<file path="config.mk">
export PLATFORM = sky130hd
export DESIGN_NAME = key_debounce_multi
export DESIGN_NICKNAME = d
export VERILOG_FILES = /design/src/rtl/key_debounce_multi_pkg.sv /design/src/rtl/key_debounce_channel.sv /design/src/rtl/key_debounce_multi.sv
export SDC_FILE = /design/constraint.sdc
export NUM_CORES = 1
export LEC_CHECK = 0
export ABC_AREA = 1
export BUFFER_PORTS_ARGS = -buffer_cell sky130_fd_sc_hd__buf_2
export CAP_MARGIN = 25
export CORE_ASPECT_RATIO = 1.4
export CORE_MARGIN = 5
export CORE_UTILIZATION = 45
export CTS_CLUSTER_DIAMETER = 50
export CTS_CLUSTER_SIZE = 25
export DETAILED_ROUTE_END_ITERATION = 16
export GPL_TIMING_DRIVEN = 0
export PLACE_DENSITY_LB_ADDON = 0.05
export SLEW_MARGIN = 20
export SYNTH_ARGS = -nofsm -noshare
export SYNTH_HDL_FRONTEND = slang
export SYNTH_SLANG_ARGS = --single-unit
</file>
<file path="constraint.sdc">
create_clock -name clk -period 5.3 [get_ports clk]
set_input_delay 0.795 -clock clk [delete_from_list [all_inputs] [get_ports clk]]
set_output_delay 0.795 -clock clk [all_outputs]
set_load 0.005 [all_outputs]
</file>
<file path="src/rtl/key_debounce_multi_pkg.sv">
// Shared types and helpers for the multi-key debouncer.
package key_pkg;

   typedef enum logic [1:0] {IDLE, PRESS_WAIT, PRESSED, RELEASE_WAIT} key_state_t;

   localparam int CLK_HZ = 27_000_000;

   function automatic int ms_to_cycles(input int ms);
      return ms * (CLK_HZ / 1000);
   endfunction

   function automatic int max3(input int a, input int b, input int c);
      int m;
      m = (a > b) ? a : b;
      return (m > c) ? m : c;
   endfunction

endpackage

</file>
<file path="src/rtl/key_debounce_channel.sv">
// One key: synchroniser, debounce/repeat FSM and shared counter; outputs registered.
// Press/release land SYNC_STAGES+DEBOUNCE_CYCLES+1 clocks after a stable raw edge; no backpressure.
module key_debounce_channel
   import key_pkg::*;
#(
   parameter int SYNC_STAGES     = 2,
   parameter int DEBOUNCE_CYCLES = 270000,
   parameter int ACTIVE_LOW      = 0,
   parameter int REPEAT_EN       = 1,
   parameter int REPEAT_DELAY    = 13500000,
   parameter int REPEAT_PERIOD   = 2700000
) (
   input  logic clk,
   input  logic rst,
   input  logic key_i,
   output logic level_o,
   output logic press_o,
   output logic release_o,
   output logic repeat_o
);

   localparam int CNT_W = $clog2(max3(DEBOUNCE_CYCLES, REPEAT_DELAY, REPEAT_PERIOD) + 1);
   localparam logic [CNT_W-1:0] DEB_LAST = CNT_W'(DEBOUNCE_CYCLES - 1);
   localparam logic [CNT_W-1:0] DLY_LAST = CNT_W'(REPEAT_DELAY - 1);
   localparam logic [CNT_W-1:0] PER_LAST = CNT_W'(REPEAT_PERIOD - 1);
   localparam logic [CNT_W-1:0] CNT_ONE  = CNT_W'(1);
   localparam logic INACT  = (ACTIVE_LOW != 0);
   localparam logic REP_ON = (REPEAT_EN != 0);

   logic [SYNC_STAGES-1:0] sync_q;
   key_state_t             state_q, state_d;
   logic [CNT_W-1:0]       cnt_q, cnt_d;
   logic                   first_q, first_d;
   logic                   level_q, level_d;
   logic                   press_q, press_d;
   logic                   release_q, release_d;
   logic                   repeat_q, repeat_d;
   logic                   s, deb_done, rep_hit;

   // s = 1 means pressed regardless of pin polarity
   assign s        = sync_q[SYNC_STAGES-1] ^ INACT;
   assign deb_done = (cnt_q == DEB_LAST);
   assign rep_hit  = (cnt_q == (first_q ? DLY_LAST : PER_LAST));

   always_ff @(posedge clk or posedge rst) begin
      if (rst) begin
         sync_q    <= {SYNC_STAGES{INACT}};
         state_q   <= IDLE;
         cnt_q     <= '0;
         first_q   <= 1'b0;
         level_q   <= 1'b0;
         press_q   <= 1'b0;
         release_q <= 1'b0;
         repeat_q  <= 1'b0;
      end else begin
         sync_q    <= {sync_q[SYNC_STAGES-2:0], key_i};
         state_q   <= state_d;
         cnt_q     <= cnt_d;
         first_q   <= first_d;
         level_q   <= level_d;
         press_q   <= press_d;
         release_q <= release_d;
         repeat_q  <= repeat_d;
      end
   end

   always_comb begin
      state_d = state_q;
      cnt_d   = cnt_q;
      first_d = first_q;
      case (state_q)
         IDLE: begin
            if (s) begin
               state_d = PRESS_WAIT;
               cnt_d   = '0;
            end
         end
         PRESS_WAIT: begin
            if (!s) begin
               state_d = IDLE;
               cnt_d   = '0;
            end else if (deb_done) begin
               state_d = PRESSED;
               cnt_d   = '0;
               first_d = 1'b1;
            end else begin
               cnt_d = cnt_q + CNT_ONE;
            end
         end
         PRESSED: begin
            if (!s) begin
               state_d = RELEASE_WAIT;
               cnt_d   = '0;
            end else if (REP_ON) begin
               if (rep_hit) begin
                  cnt_d   = '0;
                  first_d = 1'b0;
               end else begin
                  cnt_d = cnt_q + CNT_ONE;
               end
            end
         end
         RELEASE_WAIT: begin
            // Returning to PRESSED keeps first, so the current repeat interval restarts
            if (s) begin
               state_d = PRESSED;
               cnt_d   = '0;
            end else if (deb_done) begin
               state_d = IDLE;
               cnt_d   = '0;
            end else begin
               cnt_d = cnt_q + CNT_ONE;
            end
         end
         default: begin
            state_d = IDLE;
            cnt_d   = '0;
         end
      endcase
   end

   always_comb begin
      level_d   = level_q;
      press_d   = 1'b0;
      release_d = 1'b0;
      repeat_d  = 1'b0;
      case (state_q)
         PRESS_WAIT: begin
            if (s && deb_done) begin
               level_d = 1'b1;
               press_d = 1'b1;
            end
         end
         PRESSED: begin
            if (s && REP_ON && rep_hit) repeat_d = 1'b1;
         end
         RELEASE_WAIT: begin
            if (!s && deb_done) begin
               level_d   = 1'b0;
               release_d = 1'b1;
            end
         end
         default: ;
      endcase
   end

   assign level_o   = level_q;
   assign press_o   = press_q;
   assign release_o = release_q;
   assign repeat_o  = repeat_q;

endmodule

</file>
<file path="src/rtl/key_debounce_multi.sv">
// N independent debounced keys with press/release/repeat pulses and an any_press summary.
// Pulses registered, SYNC_STAGES+DEBOUNCE_CYCLES+1 clocks after a stable raw edge; no backpressure.
module key_debounce_multi
   import key_pkg::*;
#(
   parameter int N_KEYS          = 4,
   parameter int SYNC_STAGES     = 2,
   parameter int DEBOUNCE_CYCLES = ms_to_cycles(10),
   parameter int ACTIVE_LOW      = 0,
   parameter int REPEAT_EN       = 1,
   parameter int REPEAT_DELAY    = ms_to_cycles(500),
   parameter int REPEAT_PERIOD   = ms_to_cycles(100)
) (
   input  logic              clk,
   input  logic              rst,
   input  logic [N_KEYS-1:0] key,
   output logic [N_KEYS-1:0] key_level,
   output logic [N_KEYS-1:0] key_press,
   output logic [N_KEYS-1:0] key_release,
   output logic [N_KEYS-1:0] key_repeat,
   output logic              any_press
);

   for (genvar g = 0; g < N_KEYS; g++) begin : g_ch
      key_debounce_channel #(
         .SYNC_STAGES    (SYNC_STAGES),
         .DEBOUNCE_CYCLES(DEBOUNCE_CYCLES),
         .ACTIVE_LOW     (ACTIVE_LOW),
         .REPEAT_EN      (REPEAT_EN),
         .REPEAT_DELAY   (REPEAT_DELAY),
         .REPEAT_PERIOD  (REPEAT_PERIOD)
      ) u_ch (
         .clk      (clk),
         .rst      (rst),
         .key_i    (key[g]),
         .level_o  (key_level[g]),
         .press_o  (key_press[g]),
         .release_o(key_release[g]),
         .repeat_o (key_repeat[g])
      );
   end

   assign any_press = |key_press;

endmodule

</file>
# After elaboration in Yosys (flattened, before gate mapping)

Index checks and enable logic that the tools add are counted.

Bits in registers: 132
Word-level logic and storage cells: 253
Input port bits: 6
Output and inout bits: 17

Multiplexer cells: 116
Eq/ne operators: 60
Add/sub/neg operators: 4
Reduce and logical (&&, ||, !) cells: 41

Operators with widths:

| kind                    | count |
|---|---|
| $mux W24                | 28 |
| $pmux W24 S4            | 4 |
| $add A24 B1 Y24 const B | 4 |
| $eq A24 B19 Y1 const B  | 4 |
| $eq A24 B24 Y1          | 4 |
| $ne A2 B1 Y1 const B    | 28 |
| $mux W1                 | 48 |
| $mux W2                 | 24 |
| $pmux W2 S4             | 4 |
| $reduce_and A5 Y1       | 4 |
| $eq A2 B2 Y1 const B    | 8 |
| $pmux W1 S2             | 8 |
| $reduce_and A4 Y1       | 4 |
| $reduce_bool A2 Y1      | 8 |
| $logic_and A1 B1 Y1     | 12 |
| $ne A3 B1 Y1 const B    | 4 |
| $ne A3 B3 Y1 const B    | 4 |
| $reduce_and A3 Y1       | 4 |
| $eq A2 B1 Y1 const B    | 4 |
| $logic_not A2 Y1        | 4 |
| $ne A2 B2 Y1 const B    | 4 |
| $logic_not A1 Y1        | 4 |
| $reduce_or A4 Y1        | 1 |

# Longest topological paths before layout

Word-level depth: 5
Gate-level depth with buffers: 12
Mapped depth without buffers: 12

# Modules after synthesis

A second synthesis with hierarchy kept.

Cell total of the unflattened synthesis: 1190
Area total of the unflattened synthesis: 8361.8 µm²

By module, submodules not included:

| module                              | cells each | instances | area each (µm²) | sequential area each (µm²) |
|---|---|---|---|---|
| key_debounce_channel (g_ch[1].u_ch) | 313        | 1         | 2203.4          | 825.8 |
| key_debounce_channel (g_ch[0].u_ch) | 301        | 1         | 2123.3          | 825.8 |
| key_debounce_channel (g_ch[2].u_ch) | 293        | 1         | 2037.0          | 825.8 |
| key_debounce_channel (g_ch[3].u_ch) | 280        | 1         | 1986.9          | 825.8 |
| key_debounce_multi                  | 3          | 1         | 11.3            | 0.0 |

# Worst setup path before layout

No wires, ideal clock.

Kind: register -> output
From: register g_ch[1].u_ch.press_q
To: output port any_press
Arrival time: 0.876 ns
Required time: 4.505 ns
Cell stages (with the launch flop): 2
Setup slack: 3.629 ns
Buffers on the path: 0
Path through: dfrtp_1 > or4_1

Longest elaborated chain between the ends: 1

Ends and longest elaborated chain:

| what                     | line                       | text |
|---|---|---|
| start: declaration       | key_debounce_channel.sv:35 | `logic press_q, press_d;` |
| start signal: assignment | key_debounce_channel.sv:61 | `press_q <= press_d;` |
| $reduce_or A4 Y1         | key_debounce_multi.sv:43   | `assign any_press = \|key_press;` |
| end: declaration         | key_debounce_multi.sv:21   | `output logic any_press` |

Every way passes these cells.

# Final worst setup path

From: register g_ch[0].u_ch.press_q
To: output port any_press

Longest elaborated chain between the ends: 1

Ends and longest elaborated chain:

| what                     | line |
|---|---|
| start: declaration       | key_debounce_channel.sv:35 |
| start signal: assignment | key_debounce_channel.sv:61 |
| $reduce_or A4 Y1         | key_debounce_multi.sv:43 |

Every way passes these cells.

==> reports/results.ini <==
[detailed_routing]
drc = 0
routed-via-count = 8142
drt_iter0_drc = 483
dr.pass1.iters = 5
wl_per_cell_microns = 14.1
postRouteAntennaNets = 0
vias_per_cell = 5.05
totalWireLength_microns = 22700

[power_and_ir_drop]
peakVddDrop_v = 0.000235
p_leak_nw = 4.76
power_density_nw_per_um2 = 340

[cts]
cts_tree = built
cts_made_buffers = 17
postCtsResizedCells = 0
holdBufCountCts = 0
numClockSinks = 132
htree_levels = 4
clock_path_buffers = 2
clk_latency_ps = 430
path_clk_slew_ps = 60
postCtsSetupBuffers = 0
root_buffer = clkbuf_16

[placed_design]
portBuffers = 22
dpl_cell_area_sq_um = 9390
hpwl_microns = 17100
routabilityCongestion = 0.925

[global_routing]
grt_usage_pct = 20.9
grt_pass1_vias = 8051
gr-total-overflow = 0
grt_pass1_wl_microns = 38600
grt_max_degree = 102
antenna_found_initial = 1

[hold_path]
hp-class = in2async

[cells_and_area]
design_area_sq_um = 9980
final_common_cell = nand2_1
layout_common_cells = nand2_1, nor2_1, dfrtp_1
area_delta_synth_final_pct = 11.7
insertedDiodeCount = 0
drive_gt1_share_pct = 11.9
nets = 1378
final_core_util_pct = 50.7

[floorplanning]
start_util_pct = 45.4
coreArea_sq_um = 19700
dieArea_sq_um = 22800
fp.dieH_microns = 177
die_w_microns = 129
ios = 23
num_rows = 61

[sta]
min_period_over_period_pct = 42.7
report.final.slew_viol_count = 0
fin_crit_ps = 2260
fin_skew_ps = 8.83
rsz0062_at_grt = no
relSlewSlack_pct = 50.5
setup_viol_count_final = 0
tightest_slew_ps = 735
setup_tns_ps = 0
clock.fmax_mhz = 442
hold_violations = 0

[synthesis]
synth_area_sq_um = 8930
synth_nets = 1336
syn_avg_cell_area_sq_um = 6.84
synth_seq_cells = 132
ys_seq_area_share_pct = 37.0
synthDistinctLibCells = 38
syn_inst = 1306
yosysWarnings = 0

[critical_path]
cp.required_ps = 4510
start_kind = register
crit_path_end_kind = output pin
path_class = reg2out
worstPathArrival_ps = 1470
path_max_fanout = 2

[job]
maxCapViolCount = 0

[run_status]
status = complete, no violations

-- kinds of logic after synthesis --
family	share of synthesized area, %
buffers and inverters	9.72
adders and majority gates	3.36
AOI/OAI and AO/OA	6.85
and+or+nand+nor	39.6
xor gates and xnor gates	3.53
DFF	37.0
-- final cells by class --
| type | count | area (sq um) |
|---|---|---|
| fill | 2026 | 9710 |
| multi-input combinational | 977 | 4760 |
| sequential | 132 | 3300 |
| inverter | 156 | 593 |
| clock buffer | 22 | 484 |
| tap | 252 | 315 |
| buffer | 41 | 283 |
| timing repair buffer | 23 | 138 |
| clock inverter | 8 | 101 |
-- registers in the layout (all words and copies together), names as in the netlist, named ones only --
name and flops:
g_ch.u_ch.level_o 4, g_ch.u_ch.sync_q 8, g_ch.u_ch.release_o 4, g_ch.u_ch.state_q 4, g_ch.u_ch.cnt_q 96, g_ch.u_ch.press_o 4, g_ch.u_ch.repeat_o 4, g_ch.u_ch.first_q 4
-- cells in the mapped netlist (all sizes together) --
cell    count  area (sq um)
dfrtp     132          3300
nand4      47           300
o21ai      73           399
a41oi       1          8.76
inv       155           582
or2         1          6.26
nand3b      1          7.51
ha         24           300
a21boi      2          15.0
a21oi      32           164
clkinv      1          3.75
nand3     118           606
nor2      198           821
buf        32           249
nor3       33           201
xor2       29           254
nor4        1          6.26
a31oi       4          25.0
nand2     401          1550
or4         1          7.51
nor3b       3          22.5
clkbuf      9          33.8
or3         1          6.26
xnor2       7          61.3
-- power breakdown --
group	leakage, nW	total (W)	switching (W)	internal, W
combinational	2.70	0.00108	0.000735	0.000344
sequential	1.78	0.00113	0.0000590	0.00107
clock	0.280	0.00118	0.000445	0.000736
-- final timing paths --
| path | depth (start not counted) | slack [ps] | to | from |
|---|---|---|---|---|
| max reg2reg | 10 | 3330 | g_ch[1].u_ch.cnt_q[13] | g_ch[1].u_ch.state_q[0] |
| min reg2reg | 0 | 350 | g_ch[3].u_ch.sync_q[1] | g_ch[3].u_ch.sync_q[0] |
| max | 2 | 3040 | any_press | g_ch[0].u_ch.press_o |
| min | 2 | 330 | g_ch[1].u_ch.sync_q[1] | rst |
| max in group asynchronous | 3 | 4210 | g_ch[2].u_ch.cnt_q[2] | rst |
| min in group clk | 0 | 350 | g_ch[3].u_ch.sync_q[1] | g_ch[3].u_ch.sync_q[0] |
-- metal layers --
layer  track usage (%)  up-vias  share of wire, %
li1                  -     4238                 -
met1              25.2     3703                43
met2              36.5      148                51
met3              3.35       51               3.0
met4              8.71        2               2.8
met5                 0        -             0.048
-- worst max-delay path, cell delays in order, from the launching register on --
cell	delay, ps
dfrtp_1	420
or4_1	500
buf_2	140
-- per-stage QoR --
step	std cells	setup slack [ps]	total power, W	hold slack [ps]
after detailed placement	1581	3340	0.00224	344
after global routing	1611	2960	0.00361	339
final	1611	3040	0.00339	326
after global placement	1580	-752	0.00223	333
after floorplan	1306	979	0.00195	331
after CTS	1611	3020	0.00344	322
Power figures use the tool's default switching activity.
